**src/rtl/tdm_demux4_pkg.sv**
```systemverilog
// Shared constants for the 4-slot TDM demultiplexer.
// Slot geometry and the frame-alignment state encoding.
package tdm_demux4_pkg;

  localparam int NSLOTS = 4;
  localparam int SLOT_W = 2;

  localparam logic [0:0] HUNT   = 1'b0;
  localparam logic [0:0] LOCKED = 1'b1;

endpackage

```
**src/rtl/tdm_demux4_if.sv**
```systemverilog
// Slot-data bus into the demux and frame bus out of it.
// Master drives samples; slave returns decoded frames.
interface tdm_demux4_if #(
  parameter int W = 1
);
  import tdm_demux4_pkg::*;

  logic [W-1:0]      din;
  logic              en;
  logic              sync;
  logic [W-1:0]      a;
  logic [W-1:0]      b;
  logic [W-1:0]      c;
  logic [W-1:0]      d;
  logic              valid;
  logic [SLOT_W-1:0] slot;
  logic              locked;
  logic              err;

  modport master (
    output din, en, sync,
    input  a, b, c, d, valid, slot, locked, err
  );

  modport slave (
    input  din, en, sync,
    output a, b, c, d, valid, slot, locked, err
  );

endinterface

```
**src/rtl/tdm_slot_ctr.sv**
```systemverilog
// Mod-4 slot index counter.
// A load (sync sample) always points at slot 1 next.
module tdm_slot_ctr
  import tdm_demux4_pkg::*;
(
  input  logic              clk,
  input  logic              rst_n,
  input  logic              en,
  input  logic              load,
  output logic [SLOT_W-1:0] slot
);

  always_ff @(posedge clk or negedge rst_n) begin
    if (!rst_n) begin
      slot <= '0;
    end else if (load) begin
      slot <= SLOT_W'(1);
    end else if (en) begin
      slot <= slot + SLOT_W'(1);
    end
  end

endmodule

```
**src/rtl/tdm_demux4.sv**
```systemverilog
// Four-slot TDM demultiplexer with sync-based frame lock.
// Frames are gathered in shadows and published on the last slot.
module tdm_demux4
  import tdm_demux4_pkg::*;
#(
  parameter int W = 1
) (
  input logic          clk,
  input logic          rst_n,
  tdm_demux4_if.slave  bus
);

  logic [0:0]        state_q, state_d;
  logic [W-1:0]      sh0_q, sh0_d;
  logic [W-1:0]      sh1_q, sh1_d;
  logic [W-1:0]      sh2_q, sh2_d;
  logic [W-1:0]      a_q, a_d;
  logic [W-1:0]      b_q, b_d;
  logic [W-1:0]      c_q, c_d;
  logic [W-1:0]      d_q, d_d;
  logic              valid_q, valid_d;
  logic              err_q, err_d;
  logic              cnt_inc;
  logic              cnt_load;
  logic [SLOT_W-1:0] slot;

  tdm_slot_ctr u_ctr (
    .clk  (clk),
    .rst_n(rst_n),
    .en   (cnt_inc),
    .load (cnt_load),
    .slot (slot)
  );

  always_comb begin
    state_d  = state_q;
    sh0_d    = sh0_q;
    sh1_d    = sh1_q;
    sh2_d    = sh2_q;
    a_d      = a_q;
    b_d      = b_q;
    c_d      = c_q;
    d_d      = d_q;
    valid_d  = 1'b0;
    err_d    = 1'b0;
    cnt_inc  = 1'b0;
    cnt_load = 1'b0;
    if (bus.en) begin
      unique case (state_q)
        HUNT: begin
          if (bus.sync) begin
            state_d  = LOCKED;
            sh0_d    = bus.din;
            cnt_load = 1'b1;
          end
        end
        LOCKED: begin
          // Sync away from slot 0 restarts the frame.
          if (bus.sync) begin
            err_d    = (slot != '0);
            sh0_d    = bus.din;
            cnt_load = 1'b1;
          end else if (slot == '0) begin
            err_d   = 1'b1;
            state_d = HUNT;
          end else begin
            cnt_inc = 1'b1;
            unique case (slot)
              2'd1: sh1_d = bus.din;
              2'd2: sh2_d = bus.din;
              default: begin
                a_d     = sh0_q;
                b_d     = sh1_q;
                c_d     = sh2_q;
                d_d     = bus.din;
                valid_d = 1'b1;
              end
            endcase
          end
        end
        default: state_d = HUNT;
      endcase
    end
  end

  always_ff @(posedge clk or negedge rst_n) begin
    if (!rst_n) begin
      state_q <= HUNT;
      sh0_q   <= '0;
      sh1_q   <= '0;
      sh2_q   <= '0;
      a_q     <= '0;
      b_q     <= '0;
      c_q     <= '0;
      d_q     <= '0;
      valid_q <= 1'b0;
      err_q   <= 1'b0;
    end else begin
      state_q <= state_d;
      sh0_q   <= sh0_d;
      sh1_q   <= sh1_d;
      sh2_q   <= sh2_d;
      a_q     <= a_d;
      b_q     <= b_d;
      c_q     <= c_d;
      d_q     <= d_d;
      valid_q <= valid_d;
      err_q   <= err_d;
    end
  end

  assign bus.a      = a_q;
  assign bus.b      = b_q;
  assign bus.c      = c_q;
  assign bus.d      = d_q;
  assign bus.valid  = valid_q;
  assign bus.err    = err_q;
  assign bus.slot   = slot;
  assign bus.locked = (state_q == LOCKED);

endmodule

```
**src/flat_wrapper.sv**
```systemverilog
// flat-port wrapper written by rule: the top's interface ports become plain ports
module tdm_demux4_flat import tdm_demux4_pkg::*;
#(
  parameter int W = 1
)
  (clk, rst_n, bus_din, bus_en, bus_sync, bus_a, bus_b, bus_c, bus_d, bus_valid, bus_slot, bus_locked, bus_err);
  tdm_demux4_if #(.W(W)) bus_i ();
  input logic clk;
  input logic rst_n;
  input wire logic [$bits(bus_i.din)-1:0] bus_din;
  input wire logic [$bits(bus_i.en)-1:0] bus_en;
  input wire logic [$bits(bus_i.sync)-1:0] bus_sync;
  output wire logic [$bits(bus_i.a)-1:0] bus_a;
  output wire logic [$bits(bus_i.b)-1:0] bus_b;
  output wire logic [$bits(bus_i.c)-1:0] bus_c;
  output wire logic [$bits(bus_i.d)-1:0] bus_d;
  output wire logic [$bits(bus_i.valid)-1:0] bus_valid;
  output wire logic [$bits(bus_i.slot)-1:0] bus_slot;
  output wire logic [$bits(bus_i.locked)-1:0] bus_locked;
  output wire logic [$bits(bus_i.err)-1:0] bus_err;
  assign bus_i.din = bus_din;
  assign bus_i.en = bus_en;
  assign bus_i.sync = bus_sync;
  assign bus_a = bus_i.a;
  assign bus_b = bus_i.b;
  assign bus_c = bus_i.c;
  assign bus_d = bus_i.d;
  assign bus_valid = bus_i.valid;
  assign bus_slot = bus_i.slot;
  assign bus_locked = bus_i.locked;
  assign bus_err = bus_i.err;
  tdm_demux4 #(.W(W)) u_core (.clk(clk), .rst_n(rst_n), .bus(bus_i));
endmodule
```
**config.mk**
```make
export PLATFORM = sky130hd
export DESIGN_NAME = tdm_demux4_flat
export DESIGN_NICKNAME = d
export VERILOG_FILES = /design/src/rtl/tdm_demux4_pkg.sv /design/src/rtl/tdm_demux4_if.sv /design/src/rtl/tdm_slot_ctr.sv /design/src/rtl/tdm_demux4.sv /design/src/flat_wrapper.sv
export SDC_FILE = /design/constraint.sdc
export NUM_CORES = 1
export LEC_CHECK = 0
export BUFFER_PORTS_ARGS = -buffer_cell sky130_fd_sc_hd__buf_4
export CORE_MARGIN = 10
export CORE_UTILIZATION = 45
export DETAILED_ROUTE_END_ITERATION = 16
export GPL_TIMING_DRIVEN = 0
export PLACE_DENSITY = 0.69
export SLEW_MARGIN = 15
export SYNTH_ARGS = -nofsm -noshare
export SYNTH_HDL_FRONTEND = slang
export SYNTH_SLANG_ARGS = --single-unit
```
**constraint.sdc**
```tcl
create_clock -name clk -period 2.88 [get_ports clk]
set_clock_uncertainty 0.15 [all_clocks]
set_input_delay 0.288 -clock clk [delete_from_list [all_inputs] [get_ports clk]]
set_output_delay 0.288 -clock clk [all_outputs]
set_load 0.02 [all_outputs]
```
==> impl_metrics.csv, run 1 <==
group,metric,value,unit
sta,maxSlewViolCount,0,
placement,portBuffers,12,
hold_path,min_to,"u_core.bus.d$_DFFE_PN0P_",
detailed_routing,drc,0,
pwr,cellPowerDensity,879.9,nW/um^2
yosys,yosys-top-cells-area,"dfrtp_1 50%, ha_1 13%, mux2_4 10%, mux2_2 5.7%, inv_1 2.5%",
hold_path,hold_depth,2,
clock_network,cts.path.max_buffers,2,
critical_path,worstPathCellList,"inv_1, ha_1, inv_1, ha_1, nand3_2, or2_1, buf_6, mux2_4",
die,start_util,0.4704,
cells_and_area,nFillCells,116,
yosys,netlist_instances,46,
critical_path,worst-r2r-setup-slack,0.87,ns
die,core,1269,um^2
clock_network,cts_max_level,1,
cells_and_area,fin_nets,75,
placement,placedCellCount,73,
cells_and_area,fin_cells,78,
critical_path,slowest_delay,0.39,ns
clock_network,clock_latency,0.26,ns
grt,grt_max_degree,13,
die,dieHeight,56.42,um
hold_path,hold_start,"bus_din",
yosys,avgSynthCellArea,12.97,um^2
critical_path,crit_type,"flop to flop",
yosys,yosysTopAreaCellShare,0.5031,
critical_path,startpoint,"u_core.u_ctr.slot[0]$_DFFE_PN0P_",
sta,fin_setup_tns,0,ns
hold_path,hold_path.class,"primary input to flop",
critical_path,path_delay_family,"adder cells",
detailed_routing,via_per_inst,4.910,
cells_and_area,drive_gt1_frac,0.4603,
critical_path,worstPathArrival,2.01,ns
grt,grt_pass1_vias,399,
critical_path,r2r-end,"u_core.bus.a$_DFFE_PN0P_",
detailed_routing,wire_per_inst,13.24,um
clock_network,cts_buffers,3,
critical_path,crit_buf_inv,3,
detailed_routing,vias,383,
clock_network,post-cts-setup-buffer-count,0,
pwr,vdd.ir_drop.worst,0.4376,mV
clock_network,path_clk_slew,0.08,ns
grt,antenna_found_initial,0,
sta,rsz0062_at_grt,"no",
clock_network,cts_resized,0,
clock_network,cts.sinks,12,
critical_path,cp-end-kind,"flop",
cells_and_area,synthToLayoutAreaGrowth,26.00,%
yosys,netlist_area,596.8,um^2
grt,track_usage,0.06914,
clock_network,cts_root_buf,"clkbuf_4",
run,cap_violations,0,
cells_and_area,antennaDiodeCount,0,
yosys,yosysSeqAreaShare,0.5031,
sta,whs,0.1334,ns
sta,final.period_utilization,0.6982,
yosys,ys_seq_elements,12,
critical_path,critPathSlowestCell,"dfrtp_1",
die,die_w,56.42,um
grt,grt_pass1_wl,1.869,mm
critical_path,worstPathRequired,2.88,ns
sta,finalHoldViolations,0,
critical_path,start_kind,"flop",
pwr,leakage,0.3914,nW
die,die-area,3183,um^2
grt,globalRouteOverflowTotal,0,
yosys,yosys_warnings,0,
sta,maxClockFrequency,497.3,MHz
placement,dp_hpwl,821.3,um
die,io_pins,14,
detailed_routing,ant_nets,0,
detailed_routing,drtPass1Iterations,3,
sta,relSlewSlack,0.8243,
sta,period_needed,2.011,ns
die,std_cell_rows,13,
critical_path,r2r-start,"u_core.u_ctr.slot[0]$_DFFE_PN0P_",
yosys,synth.distinct_cells,19,
clock_network,hold_buffers,1,
detailed_routing,drt_iter0_drc,4,
detailed_routing,routed_wl,1.033,mm
placement,gp_congestion,0.7087,
sta,worst_slew_pin_slew,0.2636,ns
critical_path,cp_max_fo,4,
critical_path,rr_worst_depth,8,
sta,setup_violations,0,
yosys,synth_top_area_cell,"dfrtp_1",
status,status,"finished clean",
clock_network,cts_tree,"done",
yosys,syn_nets,57,
synth_stat cells:
library cell and number:
buf_2 1, nor2_1 1, a21oi_1 2, nand2_1 2
nand4_1 2, mux2_4 4, and3_2 1, a21o_2 1
inv_1 4, mux2_2 3, and4_2 1, a22o_1 1
or2_1 1, dfrtp_1 12, ha_1 6, nand3_2 1
a31oi_1 1, buf_6 1, nor3_1 1
metrics by stage:
step	setup WS (ns)	area (um^2)	utilization	power, W
after floorplan	0.8197	596.8	-	0.0004329
after global placement	0.8849	705.7	0.5562	0.0005314
after detailed placement	0.8845	705.7	0.5562	0.0005391
after CTS	0.8648	752.0	0.5927	0.0006715
after global routing	0.7361	752.0	0.5927	0.0007085
final	0.8691	752.0	0.5927	0.0006617
logic make-up after synthesis:
kind of cell               Yosys count  share of synthesized area
buffers and inverters                6                    0.05239
AOI/OAI and AO/OA                    5                    0.05662
and+or+nand+nor                     10                     0.1048
adders and majority gates            6                     0.1258
muxes                                7                     0.1572
DFF                                 12                     0.5031
per-layer routing:
metal | vias up | wire, um | track usage | share of wire
li1 | 193 | - | - | -
met1 | 183 | 484 | 0.08429 | 0.47
met2 | 5 | 486 | 0.1082 | 0.47
met3 | 2 | 55 | 0.02697 | 0.053
met4 | 0 | 6 | 0.02062 | 0.0058
met5 | - | 0 | 0 | 0
worst max path at each step:
stage / endpoint / slack (ns) / depth (start not counted)
global placement: u_core.bus.a$_DFFE_PN0P_ / 0.88 / 8
finish: u_core.bus.a$_DFFE_PN0P_ / 0.87 / 8
CTS: u_core.bus.a$_DFFE_PN0P_ / 0.86 / 8
detailed placement: u_core.bus.a$_DFFE_PN0P_ / 0.88 / 8
global route: u_core.bus.a$_DFFE_PN0P_ / 0.74 / 8
floorplan: u_core.bus.a$_DFFE_PN0P_ / 0.82 / 8
power breakdown:
part           leakage, nW  switching (W)  total [W]  internal (W)
sequential           0.147      0.0000430   0.000269      0.000226
combinational        0.224       0.000122   0.000262      0.000140
clock               0.0210      0.0000536   0.000130     0.0000766
sequential cells by signal, summed over array words and instances (netlist names):
register	flops
u_core.u_ctr.slot	2
u_core.bus.b	1
u_core.sh1_q	1
u_core.sh2_q	1
u_core.bus.err	1
u_core.bus.valid	1
u_core.bus.locked	1
u_core.sh0_q	1
u_core.bus.a	1
u_core.bus.d	1
u_core.bus.c	1
worst register-to-register path: cells and delay by family (launching register included):
kind          cells  cell delay (ns)
mux               1             0.29
fa+ha+maj         2             0.44
simple gates      2             0.33
buf+inv           3             0.30
flops             1             0.39
layout make-up:
type                       instances  area, um^2  share of cell area
clock buffer                       4       36.28             0.04825
inverter                           4       15.01             0.01997
multi-input combinational         28       265.3              0.3527
sequential                        12       300.3              0.3993
tap                               15       18.77             0.02496
timing repair buffer              13       100.1              0.1331
buffer                             2       16.27             0.02163
placed cells by master (no fill, tap or decap), types with 2 or more instances in the layout:
master,n
mux2_2,3
nand2_1,2
ha_1,6
a21oi_1,2
buf_4,12
inv_1,4
nand4_1,2
dfrtp_1,12
mux2_4,4
clkbuf_4,3
(Power assumes the default switching activity.)
==> run 2: changes to the inputs <==
--- a/config.mk
+++ b/config.mk
@@ -5,12 +5,13 @@
 export SDC_FILE = /design/constraint.sdc
 export NUM_CORES = 1
 export LEC_CHECK = 0
+export ABC_AREA = 1
 export BUFFER_PORTS_ARGS = -buffer_cell sky130_fd_sc_hd__buf_4
 export CORE_MARGIN = 10
-export CORE_UTILIZATION = 45
+export CORE_UTILIZATION = 44
 export DETAILED_ROUTE_END_ITERATION = 16
 export GPL_TIMING_DRIVEN = 0
-export PLACE_DENSITY = 0.69
+export PLACE_DENSITY = 0.7
 export SLEW_MARGIN = 15
 export SYNTH_ARGS = -nofsm -noshare
 export SYNTH_HDL_FRONTEND = slang
==> constraint.sdc (replaced) <==
create_clock -name clk -period 1.75 [get_ports clk]
set_clock_uncertainty 0.15 [all_clocks]
set_input_delay 0.175 -clock clk [delete_from_list [all_inputs] [get_ports clk]]
set_output_delay 0.175 -clock clk [all_outputs]
set_load 0.02 [all_outputs]
==> impl_metrics.csv, run 2 <==
group,metric,value,unit
status,status,"finished clean",
cells_and_area,seq_area,300.3,um^2
pwr,fin_total_pwr,0.001311,W
clock_network,clock_latency,0.27,ns
yosys,synth_common_cells,"20 x nand2_1, 12 x dfrtp_1, 11 x nand3_1",
detailed_routing,drtPass1Iterations,2,
critical_path,cp_max_fo,8,
yosys,synth_top_family_by_area,"simple AND/OR/NAND/NOR gates",
yosys,netlist_instances,66,
placement,pre_cts_ws,0.02701,ns
yosys,synthMuxAreaShare,0,
yosys,yosys-top-cells-area,"dfrtp_1 51%, ha_1 13%, nand2_1 13%, nand3_1 9.4%, inv_1 5.7%",
sta,period_needed,1.643,ns
clock_network,cts_root_buf,"clkbuf_4",
die,std_cell_rows,13,
yosys,synth-simple-area-share,0.2957,
critical_path,slowest_delay,0.40,ns
yosys,synth-xor-area-share,0,
grt,grt_pass1_vias,547,
detailed_routing,drt_iter0_drc,5,
placement,dp_hpwl,953.9,um
cells_and_area,final_cell_mix,"20 x nand2_1, 16 x buf_4, 12 x dfrtp_1, 10 x nand3_1, 7 x inv_1",
clock_network,cts_buffers,3,
sta,maxSlewViolCount,0,
sta,finalHoldViolations,0,
cells_and_area,multi_input_area,271.5,um^2
critical_path,crit_buf_inv,3,
grt,globalRouteOverflowTotal,0,
critical_path,start_kind,"flop",
grt,antenna_found_initial,0,
placement,gp_congestion,0.7710,
detailed_routing,wire_per_inst,13.61,um
detailed_routing,drc,0,
critical_path,path_delay_family,"simple AND/OR/NAND/NOR gates",
clock_network,cts.sinks,12,
pwr,vdd.ir_drop.worst,0.8105,mV
clock_network,cts_max_level,1,
grt,grt_pass1_wl,2.297,mm
pwr,intPower,0.0007682,W
yosys,ys_seq_elements,12,
die,core,1285,um^2
sta,finalWorstSetupSlack,0.1069,ns
cells_and_area,largest_reg_flops,2,
hold_path,hold_path.class,"primary input to flop",
sta,fin_setup_tns,0,ns
critical_path,path_common_cell,"inv_1",
placement,post_dp_cell_area,704.4,um^2
cells_and_area,synthToLayoutAreaGrowth,36.17,%
grt,grt_max_degree,13,
critical_path,worst-r2r-setup-slack,0.11,ns
yosys,yosys_warnings,0,
sta,relSlewSlack,0.8389,
pwr,switching_share,0.4138,
yosys,netlist_area,588.1,um^2
yosys,synth.distinct_cells,10,
cells_and_area,final_area,800.8,um^2
yosys,yosysTopAreaCellShare,0.5106,
critical_path,cp-end-kind,"flop",
yosys,yosysMostFrequentCell,"nand2_1",
critical_path,worstPathArrival,1.71,ns
placement,portBuffers,13,
die,io_pins,14,
clock_network,cts_tree,"done",
die,die-area,3199,um^2
yosys,synth_compound_area_frac,0.008511,
cells_and_area,nFillCells,110,
sta,setup_violations,0,
cells_and_area,fin_nets,100,
yosys,syn_nets,77,
pwr,leakage,0.4402,nW
cells_and_area,drive_gt1_frac,0.2955,
pwr,clkPwrFrac,0.173,
die,start_util,0.4576,
pwr,power_frac_seq,0.347,
sta,maxClockFrequency,608.6,MHz
sta,worst_slew_pin_slew,0.2417,ns
detailed_routing,routed_wl,1.402,mm
clock_network,cts.path.max_buffers,2,
pwr,combinationalPowerShare,0.480,
yosys,async_flop_share,1.000,
yosys,avgSynthCellArea,8.910,um^2
clock_network,path_clk_slew,0.08,ns
critical_path,crit_type,"flop to flop",
critical_path,worstPathRequired,1.82,ns
detailed_routing,ant_nets,0,
pwr,cellPowerDensity,1637,nW/um^2
die,die_w,56.56,um
yosys,synth_top_area_cell,"dfrtp_1",
yosys,synth_ff_type,"dfrtp_1",
yosys,yosysSeqAreaShare,0.5106,
cells_and_area,antennaDiodeCount,0,
pwr,p_switching,0.0005423,W
cells_and_area,largest-register,"u_core.u_ctr.slot",
critical_path,critPathSlowestCell,"dfrtp_1",
yosys,synth-adder-area-share,0.1277,
critical_path,worstPathCellList,"inv_1, ha_1, inv_2, ha_4, inv_1, nor2_4, nand3_1, nand2_1",
detailed_routing,via_per_inst,4.903,
sta,final.period_utilization,0.9389,
cells_and_area,final_util,0.6232,
grt,track_usage,0.08590,
cells_and_area,final_common_cell,"nand2_1",
run,cap_violations,0,
detailed_routing,vias,505,
die,dieHeight,56.56,um
yosys,synth_edf_count,0,
-- run 2: cell count changes after synthesis, sizes merged, moves of 2 or more --
cell and change:
nand2 +19, nand3 +10, nor2 +2, a21oi -2
buf -2, mux2 -7, inv +5
-- run 2: through the flow --
| stage | cells | hold slack (ns) |
|---|---|---|
| finish | 103 | 0.05160 |
| global route | 103 | 0.08097 |
| CTS | 100 | 0.01242 |
| detailed placement | 94 | -0.1284 |
| global placement | 94 | -0.1301 |
| floorplan | 66 | -0.2706 |
-- run 2: final cells by class --
type / instances / area share
multi-input combinational: 45 / 0.3391
tap: 15 / 0.02344
inverter: 9 / 0.04219
clock buffer: 4 / 0.04531
sequential: 12 / 0.3750
timing repair buffer: 18 / 0.1750
-- run 2: kinds of logic after synthesis --
| family | Yosys count |
|---|---|
| flip-flops | 12 |
| buffers and inverters | 9 |
| AO/OA/AOI/OAI | 1 |
| adder cells (fa/ha/maj) | 6 |
| AND/OR/NAND/NOR | 38 |
-- run 2: worst paths after layout --
check | start | to | depth (start not counted)
setup reg to reg | u_core.u_ctr.slot[0]$_DFFE_PN0P_ | u_core.sh1_q$_DFFE_PN0P_ | 8
hold / removal | bus_sync | u_core.bus.valid$_DFF_PN0_ | 4
max in group asynchronous | rst_n | u_core.bus.a$_DFFE_PN0P_ | 2
setup / recovery | u_core.u_ctr.slot[0]$_DFFE_PN0P_ | u_core.sh1_q$_DFFE_PN0P_ | 8
min in group asynchronous | rst_n | u_core.bus.valid$_DFF_PN0_ | 2
hold reg to reg | u_core.bus.c$_DFFE_PN0P_ | u_core.bus.c$_DFFE_PN0P_ | 2
-- run 2: power groups by stage --
stage / clock network, W / registers (W) / logic [W]
5_1_grt: 0.000239 / 0.000471 / 0.000709
3_3_place_gp: 0 / 0.000464 / 0.000524
6_report: 0.000227 / 0.000455 / 0.000629
3_5_place_dp: 0 / 0.000468 / 0.000543
2_1_floorplan: 0 / 0.000553 / 0.000234
4_1_cts: 0.000227 / 0.000463 / 0.000548
-- run 2: repair_timing --
item | in CTS | in global routing
endpoints found under the hold margin | 13 | 0
gates resized for setup | 0 | 5
setup endpoints to repair | 4 | 8
hold buffers | 2 | 0
pin swaps | 1 | 1
setup buffers | 0 | 3
-- run 2: routing by layer --
layer / global-route usage / share of wire
met5: 0 / 0
met3: 0.03371 / 0.065
met1: 0.09335 / 0.44
met2: 0.1458 / 0.49
met4: 0.03093 / 0.0078
-- run 2: tightest hold or removal path: cells and delay by family --
kind          cells  cell delay (ns)
simple gates      2             0.10
buf+inv           2             0.17
==> run 3: changes to the inputs <==
--- a/config.mk
+++ b/config.mk
@@ -10,9 +10,9 @@
 export CORE_MARGIN = 10
 export CORE_UTILIZATION = 44
 export DETAILED_ROUTE_END_ITERATION = 16
-export GPL_TIMING_DRIVEN = 0
+export GPL_TIMING_DRIVEN = 1
 export PLACE_DENSITY = 0.7
-export SLEW_MARGIN = 15
+export SLEW_MARGIN = 10
 export SYNTH_ARGS = -nofsm -noshare
 export SYNTH_HDL_FRONTEND = slang
 export SYNTH_SLANG_ARGS = --single-unit
==> impl_metrics.csv, run 3 (synthesis gave the netlist of run 2 again) <==
group,metric,value,unit
placement,portBuffers,13,
critical_path,rr_worst_depth,8,
die,start_util,0.4576,
detailed_routing,vias,496,
critical_path,start_kind,"flop",
sta,worst_slew_pin_slew,0.2414,ns
die,die_w,56.56,um
die,dieHeight,56.56,um
cells_and_area,drive_gt1_frac,0.2442,
pwr,combinationalPowerShare,0.450,
grt,grt_pass1_vias,485,
critical_path,worst-r2r-setup-slack,0.13,ns
critical_path,worstPathRequired,1.82,ns
cells_and_area,final_common_cell,"nand2_1",
status,status,"finished clean",
grt,track_usage,0.08442,
sta,final.period_utilization,0.9265,
cells_and_area,antennaDiodeCount,0,
grt,globalRouteOverflowTotal,0,
grt,grt_max_degree,13,
clock_network,cts_root_buf,"clkbuf_4",
sta,period_needed,1.621,ns
detailed_routing,via_per_inst,4.911,
placement,post_dp_cell_area,704.4,um^2
sta,whs,0.04087,ns
cells_and_area,fin_cells,101,
detailed_routing,drc,0,
detailed_routing,wire_per_inst,12.57,um
pwr,switching_share,0.4100,
critical_path,crit_type,"flop to flop",
pwr,vdd.ir_drop.worst,0.7007,mV
pwr,power_frac_seq,0.369,
clock_network,cts_tree,"done",
hold_path,hold_depth,4,
cells_and_area,largest_reg_flops,2,
critical_path,cp-end-kind,"flop",
detailed_routing,drtPass1Iterations,4,
clock_network,cts.sinks,12,
die,io_pins,14,
pwr,cellPowerDensity,1602,nW/um^2
sta,relSlewSlack,0.8391,
cells_and_area,final_cell_mix,"20 x nand2_1, 14 x buf_4, 12 x dfrtp_1, 11 x nand3_1, 9 x inv_1",
sta,maxClockFrequency,616.8,MHz
pwr,clkPwrFrac,0.182,
clock_network,cts.path.max_buffers,2,
clock_network,path_clk_slew,0.08,ns
placement,pre_cts_ws,0.04939,ns
sta,fin_setup_tns,0,ns
cells_and_area,largest-register,"u_core.u_ctr.slot",
sta,finalWorstSetupSlack,0.1286,ns
placement,gp_congestion,0.7600,
die,core,1285,um^2
hold_path,hold_start,"bus_sync",
cells_and_area,synthToLayoutAreaGrowth,32.77,%
clock_network,clock_latency,0.28,ns
die,std_cell_rows,13,
grt,antenna_found_initial,0,
cells_and_area,final_area,780.7,um^2
detailed_routing,drt_iter0_drc,8,
critical_path,worstPathArrival,1.69,ns
hold_path,min_to,"u_core.bus.valid$_DFF_PN0_",
detailed_routing,ant_nets,0,
sta,finalHoldViolations,0,
clock_network,cts_buffers,3,
run,cap_violations,0,
sta,maxSlewViolCount,0,
pwr,intPower,0.0007380,W
clock_network,cts_max_level,1,
die,die-area,3199,um^2
critical_path,cp_max_fo,8,
cells_and_area,fin_nets,98,
pwr,leakage,0.4321,nW
hold_path,hold_path.class,"primary input to flop",
critical_path,r2r-end,"u_core.sh1_q$_DFFE_PN0P_",
sta,setup_violations,0,
pwr,p_switching,0.0005129,W
grt,grt_pass1_wl,2.159,mm
placement,placedCellCount,94,
cells_and_area,nFillCells,119,
placement,dp_hpwl,931.7,um
detailed_routing,routed_wl,1.270,mm
critical_path,r2r-start,"u_core.u_ctr.slot[0]$_DFFE_PN0P_",
run 3: worst max-delay path by stage:
stage	from	to	slack, ns	cells after the start
6_report	u_core.u_ctr.slot[0]$_DFFE_PN0P_	u_core.sh1_q$_DFFE_PN0P_	0.13	8
5_1_grt	u_core.u_ctr.slot[0]$_DFFE_PN0P_	u_core.bus.d$_DFFE_PN0P_	-0.01	7
4_1_cts	u_core.u_ctr.slot[0]$_DFFE_PN0P_	u_core.bus.a$_DFFE_PN0P_	0.04	8
3_5_place_dp	u_core.u_ctr.slot[0]$_DFFE_PN0P_	u_core.sh1_q$_DFFE_PN0P_	0.05	8
3_3_place_gp	u_core.u_ctr.slot[0]$_DFFE_PN0P_	u_core.bus.a$_DFFE_PN0P_	0.09	8
2_1_floorplan	u_core.u_ctr.slot[0]$_DFFE_PN0P_	u_core.bus.a$_DFFE_PN0P_	0.09	8
run 3: power groups by stage:
stage	registers [W]	clock network [W]	logic [W]
floorplan	0.000553	0	0.000234
global placement	0.000464	0	0.000525
detailed placement	0.000466	0	0.000535
CTS	0.000461	0.000230	0.000541
global route	0.000477	0.000239	0.000629
finish	0.000461	0.000227	0.000562
run 3: what timing repair did:
| action | in CTS | in global routing |
|---|---|---|
| hold buffers | 2 | 0 |
| resized for setup | 0 | 2 |
| setup endpoints to repair | 0 | 8 |
| setup buffers | 0 | 1 |
| hold endpoints to repair | 13 | 0 |
run 3: worst max-delay path, stage by stage (launching register included):
cell and delay [ns]:
dfrtp_1 0.42, inv_1 0.10, ha_1 0.23, inv_1 0.09
ha_4 0.15, inv_1 0.06, nor2_4 0.18, nand3_1 0.10
nand2_1 0.07
run 3: per-layer routing:
| metal | vias to the layer above | part of all wire | GRT usage |
|---|---|---|---|
| li1 | 253 | - | - |
| met1 | 221 | 0.44 | 0.09172 |
| met2 | 17 | 0.44 | 0.1191 |
| met3 | 5 | 0.084 | 0.04045 |
| met4 | 0 | 0.037 | 0.07216 |
| met5 | - | 0 | 0 |
run 3: stage by stage:
step | total power (W) | util
finish | 0.001251 | 0.6076
detailed placement | 0.001001 | 0.5482
global route | 0.001345 | 0.6076
floorplan | 0.0007872 | -
CTS | 0.001233 | 0.5920
global placement | 0.0009892 | 0.5482
run 3: layout make-up:
cell class	instances	area (um^2)	area share
Clock buffer	4	36.28	0.04647
Tap cell	15	18.77	0.02404
Timing Repair Buffer	16	125.1	0.1603
Inverter	9	33.78	0.04327
Multi-Input combinational cell	45	266.5	0.3413
Sequential cell	12	300.3	0.3846
